<file path="src/rtl/pulse_arb_pkg.sv">
// Shared types, defaults and the round-robin pick helper for pulse_event_arbiter.
// Combinational helper only: it adds no latency and has no flow control.
package pulse_arb_pkg;

    typedef enum logic {
        IDLE = 1'b0,
        SEND = 1'b1
    } state_t;

    localparam int DEF_NUM_CH = 4;
    localparam int DEF_CNT_W  = 8;
    localparam int MAX_CH     = 32;

    // Returns the index of the first set bit of pend at or after ptr, wrapping at n.
    // It returns 0 when pend is empty, so callers only use the result when |pend.
    function automatic int unsigned rr_pick(
        input logic [MAX_CH-1:0] pend,
        input int unsigned       ptr,
        input int unsigned       n
    );
        int unsigned idx;
        logic        found;
        rr_pick = 0;
        found   = 1'b0;
        for (int unsigned i = 0; i < MAX_CH; i++) begin
            if (i < n) begin
                idx = ptr + i;
                if (idx >= n) idx = idx - n;
                if (pend[idx[4:0]] && !found) begin
                    rr_pick = idx;
                    found   = 1'b1;
                end
            end
        end
    endfunction

endpackage

</file>
<file path="src/rtl/pulse_event_arbiter_edge_pulse.sv">
// Rising-edge detector for one level input: o_rise is high for the cycle the input goes 0->1.
// Latency is zero cycles from i_lvl to o_rise, and there is no backpressure.
module edge_pulse
    import pulse_arb_pkg::*;
(
    input  logic clk,
    input  logic reset_n,
    input  logic i_lvl,
    output logic o_rise
);

    logic r_prev;

    // prev clears on reset, so an input already high at reset release yields one event.
    always_ff @(posedge clk or negedge reset_n) begin
        if (!reset_n) r_prev <= 1'b0;
        else          r_prev <= i_lvl;
    end

    assign o_rise = i_lvl & ~r_prev;

endmodule

</file>
<file path="src/rtl/pulse_event_arbiter.sv">
// Converts NUM_CH level inputs into one-shot events and serves them round-robin on one valid/ready port.
// An edge on in_i shows up on v_o two cycles later. With ready_i low, id_o holds; repeat rises on a pending channel are counted as drops.
module pulse_event_arbiter
    import pulse_arb_pkg::*;
#(
    parameter int NUM_CH = DEF_NUM_CH,
    parameter int CNT_W  = DEF_CNT_W,
    localparam int ID_W  = $clog2(NUM_CH)
)(
    input  logic              clk,
    input  logic              reset_n,
    input  logic [NUM_CH-1:0] in_i,
    input  logic              ready_i,
    input  logic              clear_drop_i,
    output logic              v_o,
    output logic [ID_W-1:0]   id_o,
    output logic [NUM_CH-1:0] pending_o,
    output logic [CNT_W-1:0]  drop_cnt_o
);

    localparam logic [31:0]     CNT_MAX = (32'd1 << CNT_W) - 32'd1;
    localparam logic [ID_W-1:0] LAST_ID = ID_W'(NUM_CH - 1);

    state_t            r_state, w_state_nxt;
    logic [NUM_CH-1:0] r_pending, w_pending_nxt;
    logic [NUM_CH-1:0] w_rise, w_clr, w_drop;
    logic [ID_W-1:0]   r_ptr, w_ptr_nxt;
    logic [ID_W-1:0]   r_id, w_id_nxt;
    logic [ID_W-1:0]   w_pick_base, w_grant;
    logic              w_load;
    logic [CNT_W-1:0]  r_drop_cnt, w_drop_cnt_nxt;
    logic [31:0]       w_sum;

    for (genvar k = 0; k < NUM_CH; k++) begin : g_edge
        edge_pulse u_edge (
            .clk     (clk),
            .reset_n (reset_n),
            .i_lvl   (in_i[k]),
            .o_rise  (w_rise[k])
        );
    end

    // On a handshake the next grant searches from the just-advanced pointer so there is no bubble.
    always_comb begin
        w_state_nxt = r_state;
        w_ptr_nxt   = r_ptr;
        w_pick_base = r_ptr;
        w_load      = 1'b0;
        w_id_nxt    = r_id;
        case (r_state)
            IDLE: begin
                if (|r_pending) begin
                    w_load      = 1'b1;
                    w_state_nxt = SEND;
                end
            end
            SEND: begin
                if (ready_i) begin
                    w_ptr_nxt   = (r_id == LAST_ID) ? '0 : r_id + ID_W'(1);
                    w_pick_base = w_ptr_nxt;
                    if (|r_pending) w_load = 1'b1;
                    else            w_state_nxt = IDLE;
                end
            end
            default: w_state_nxt = IDLE;
        endcase
        w_grant = ID_W'(rr_pick(MAX_CH'(r_pending), 32'(w_pick_base), NUM_CH));
        if (w_load) w_id_nxt = w_grant;
    end

    // A fresh rise beats the grant clear, so only rises onto a still-pending bit are drops.
    always_comb begin
        w_clr          = w_load ? (NUM_CH'(1) << w_grant) : '0;
        w_drop         = w_rise & r_pending & ~w_clr;
        w_pending_nxt  = (r_pending & ~w_clr) | w_rise;
        w_sum          = 32'(r_drop_cnt) + 32'($countones(w_drop));
        w_drop_cnt_nxt = (w_sum > CNT_MAX) ? CNT_W'(CNT_MAX) : CNT_W'(w_sum);
        if (clear_drop_i) w_drop_cnt_nxt = '0;
    end

    always_ff @(posedge clk or negedge reset_n) begin
        if (!reset_n) begin
            r_state    <= IDLE;
            r_pending  <= '0;
            r_ptr      <= '0;
            r_id       <= '0;
            r_drop_cnt <= '0;
        end else begin
            r_state    <= w_state_nxt;
            r_pending  <= w_pending_nxt;
            r_ptr      <= w_ptr_nxt;
            r_id       <= w_id_nxt;
            r_drop_cnt <= w_drop_cnt_nxt;
        end
    end

    assign v_o        = (r_state == SEND);
    assign id_o       = r_id;
    assign pending_o  = r_pending;
    assign drop_cnt_o = r_drop_cnt;

endmodule

</file>
<file path="config.mk">
export PLATFORM = sky130hd
export DESIGN_NAME = pulse_event_arbiter
export DESIGN_NICKNAME = d
export VERILOG_FILES = /design/src/rtl/pulse_arb_pkg.sv /design/src/rtl/pulse_event_arbiter_edge_pulse.sv /design/src/rtl/pulse_event_arbiter.sv
export SDC_FILE = /design/constraint.sdc
export NUM_CORES = 1
export LEC_CHECK = 0
export ABC_AREA = 1
export ABC_CLOCK_PERIOD_IN_PS = 8850
export BUFFER_PORTS_ARGS = -buffer_cell sky130_fd_sc_hd__buf_2
export CAP_MARGIN = 30
export CORE_MARGIN = 2
export CORE_UTILIZATION = 50
export DETAILED_ROUTE_END_ITERATION = 6
export PLACE_DENSITY = 0.72
export SLEW_MARGIN = 40
export SYNTH_ARGS = -nofsm -noshare
export SYNTH_HDL_FRONTEND = slang
export SYNTH_SLANG_ARGS = --single-unit
</file>
<file path="constraint.sdc">
create_clock -name clk -period 8.85 [get_ports clk]
set_clock_uncertainty 0.2 [all_clocks]
set_input_delay 0.4425 -clock clk [delete_from_list [all_inputs] [get_ports clk]]
set_output_delay 0.4425 -clock clk [all_outputs]
set_load 0.01 [all_outputs]
</file>
==> reports/metrics.csv <==
stage,metric,value,unit
outcome,status,completed,
global_routing,grt_max_degree,22,
synth,synthAdderAreaFrac,9.51,%
power_and_ir_drop,pwr-share-clk,8.1,%
final_layout,fin_nets,224,
power_and_ir_drop,powerDensity,345,nW/um^2
routing,vias,1246,
power_and_ir_drop,intPower,0.265,mW
timing,finalCritPeriodShare,52.4,%
synth,synthXorXnorAreaFrac,2.46,%
power_and_ir_drop,p_total,0.554,mW
power_and_ir_drop,ir_drop,0.213,mV
final_layout,ff_latch_area,526,um^2
timing,setup_viol,0,
placed_design,place_ws,4.25,ns
routing,drc,0,
timing,min_period,4.64,ns
hold_path,hold_end,g_edge[2].u_edge.r_prev,
routing,routedWlPerCell,12.1,um
synth,yosys_warnings,0,
setup_path,slowest_stage,fa_1,
global_routing,grt_antenna_before_repair,0,
clock_network,numCtsBuffers,3,
floorplan,start_util,52.0,%
global_routing,grt_pass1_vias,1261,
timing,timing.setup.tns,0,ns
synth,synth_cells,180,
routing,totalWireLength,2870,um
routing,drtIter0Drc,42,
timing,hold_ws,0.0569,ns
synth,syn-num-nets,197,
final_layout,drive_above_1_share,23.8,%
power_and_ir_drop,power.switching,0.288,mW
synth,synthesis.area,1420,um^2
setup_path,arrival,4.66,ns
timing,fin_ws,4.21,ns
routing,viasPerCell,5.26,
hold_path,holdPathStages,1,
synth,ys_ff_latch,21,
hold_path,worstHoldStart,in_i[2],
synth,synth_seq_area_share,37.0,%
clock_network,cts_root_buf,clkbuf_4,
placed_design,numPlacedInstances,232,
routing,antenna_left,0,
power_and_ir_drop,p_leak,0.876,nW
hold_path,hold_class,input port to flop,
floorplan,num_rows,19,
setup_path,cp-start-kind,flop,
clock_network,htreeDepth,1,
synth,synth.distinct_cells,25,
setup_path,ff2ff_setup_slack,4.21,ns
placed_design,port_buffers,22,
timing,slew_headroom,69.0,%
placed_design,dpl.hpwl,2320,um
final_layout,multiInputGateArea,772,um^2
final_layout,fillers,232,
placed_design,gp_congestion,0.969,
global_routing,globalRouteOverflowTotal,0,
synth,yosys.area_share.simple,36.8,%
final_layout,area_delta_synth_final,12.8,%
setup_path,end_kind,flop,
setup_path,r2r_start,id_o[0],
synth,synth_compound_area_share,5.55,%
synth,synth_top_family_by_area,simple AND/OR/NAND/NOR gates,
clock_network,clock_latency,0.30,ns
power_and_ir_drop,pwr-share-comb,65.7,%
global_routing,grt_first_pass_wirelength,5310,um
final_layout,diodes,0,
floorplan,fp.dieArea,3290,um^2
flow_run,maxCapViolations,0,
clock_network,tritoncts,built,
timing,rsz0062_at_grt,false,
timing,slew_violations,0,
setup_path,reg2reg_depth,25,
floorplan,io-pin-count,23,
setup_path,required,8.87,ns
floorplan,coreArea,2730,um^2
setup_path,slowest_delay,0.51,ns
setup_path,worst-path-max-fanout,9,
timing,final-hold-violation-count,0,
clock_network,ctsResizeCount,0,
final_layout,stdcell_count,237,
floorplan,die_y,57.3,um
power_and_ir_drop,p_sw_share,52.1,%
routing,first_pass_iters,4,
clock_network,cts_buffer_depth,2,
power_and_ir_drop,pwr-share-seq,26.2,%
timing,worst_slew_pin_slew,0.465,ns
setup_path,path_class,flop to flop,
clock_network,cts.sinks,21,
synth,postSynthAreaPerCell,7.90,um^2
floorplan,fp.dieW,57.3,um
global_routing,grtUsageTotal,20.5,%
timing,timing.fmax,216,MHz
setup_path,r2r-end,drop_cnt_o[1],
synth,muxShareOfSynthArea,0,%
clock_network,path_clk_slew,0.11,ns
[layout by cell type (no fill, tap or decap)]
master / n
ha_1: 6
nand2_1: 33
fa_1: 3
buf_2: 22
o21ai_0: 1
o21ai_1: 1
nand4_1: 1
nand3_2: 5
xor2_1: 1
and3_1: 1
nand2_2: 7
xnor2_1: 3
clkbuf_4: 3
a21oi_2: 1
nand3_1: 30
clkbuf_1: 1
inv_2: 3
a211oi_1: 2
nand2_4: 5
nor4_1: 1
nor2_2: 2
dlygate4sd3_1: 1
nand3_4: 1
inv_1: 29
dfrtp_1: 21
nor2_1: 12
a21oi_1: 9
nor3_1: 1
[power groups by stage]
stage / Clock, mW / Combinational [mW] / Sequential (mW)
after floorplan: 0 / 0.279 / 0.149
after global placement: 0 / 0.350 / 0.146
after detailed placement: 0 / 0.361 / 0.147
after CTS: 0.0469 / 0.364 / 0.144
after global routing: 0.0512 / 0.415 / 0.148
final: 0.0449 / 0.364 / 0.145
[sequential cells by signal (all words and copies together), names as in the netlist]
register	count
drop_cnt_o	8
g_edge.u_edge.r_prev	4
id_o	2
pending_o	4
r_ptr	2
v_o	1
[cell families after synthesis]
family          count (synthesis)
simple gates                   99
fa+ha+maj                       9
compound gates                 14
flops                          21
xor+xnor                        4
buf+inv                        33
[worst max-delay path: cells and delay by family, from the launching register on]
family                   cells  cell delay [ns]
AND/OR/NAND/NOR             16             1.79
adder cells (fa/ha/maj)      5             1.71
flip-flops                   1             0.42
buffers and inverters        3             0.25
AO/OA/AOI/OAI                1             0.18
[area by class of cell]
type | instances | share of cell area (%)
clock buffer | 4 | 1.64
inverter | 32 | 7.49
multi-input combinational | 126 | 48.2
sequential | 21 | 32.8
tap | 31 | 2.42
timing repair buffer | 23 | 7.49
[routing by layer]
| metal | share of wire (%) | GRT usage, % | vias to the layer above |
|---|---|---|---|
| met4 | 0.49 | 5.32 | 0 |
| met2 | 50 | 35.8 | 30 |
| li1 | - | - | 626 |
| met5 | 0 | 0 | - |
| met3 | 3.6 | 4.08 | 2 |
| met1 | 46 | 26.1 | 588 |
[cell usage after synthesis, drive strengths merged]
library cell / count / area [um^2]
inv: 32 / 120
dfrtp: 21 / 526
nand2: 45 / 224
fa: 3 / 60.1
a21oi: 10 / 53.8
xnor2: 3 / 26.3
buf: 1 / 3.75
nor2: 14 / 57.6
o21ai: 2 / 10.0
a211oi: 2 / 15.0
xor2: 1 / 8.76
nor4: 1 / 6.26
nor3: 1 / 5.00
nand4: 1 / 6.26
and3: 1 / 6.26
nand3: 36 / 218
ha: 6 / 75.1
[worst max path at each step]
stage	from	end	slack (ns)	depth (start not counted)
2_1_floorplan	id_o[0]	drop_cnt_o[5]	4.63	25
3_3_place_gp	id_o[0]	drop_cnt_o[2]	4.39	25
3_5_place_dp	id_o[0]	drop_cnt_o[4]	4.25	25
4_1_cts	id_o[0]	drop_cnt_o[4]	4.20	25
5_1_grt	id_o[0]	drop_cnt_o[1]	3.74	25
6_report	id_o[0]	drop_cnt_o[1]	4.21	25
[stage by stage]
step,utilization (%),cell area [um^2]
6_report,58.6,1600
5_1_grt,58.6,1600
4_1_cts,58.6,1600
3_5_place_dp,57.3,1570
3_3_place_gp,57.3,1570
2_1_floorplan,-,1420
[what timing repair did]
item | 4_1_cts | 5_1_grt
endpoints found under the hold margin | 21 | 0
setup endpoints to repair | 0 | 0
buffers inserted | 0 | 0
hold buffers | 1 | 0
No activity file was read; power rests on OpenSTA's default activity.
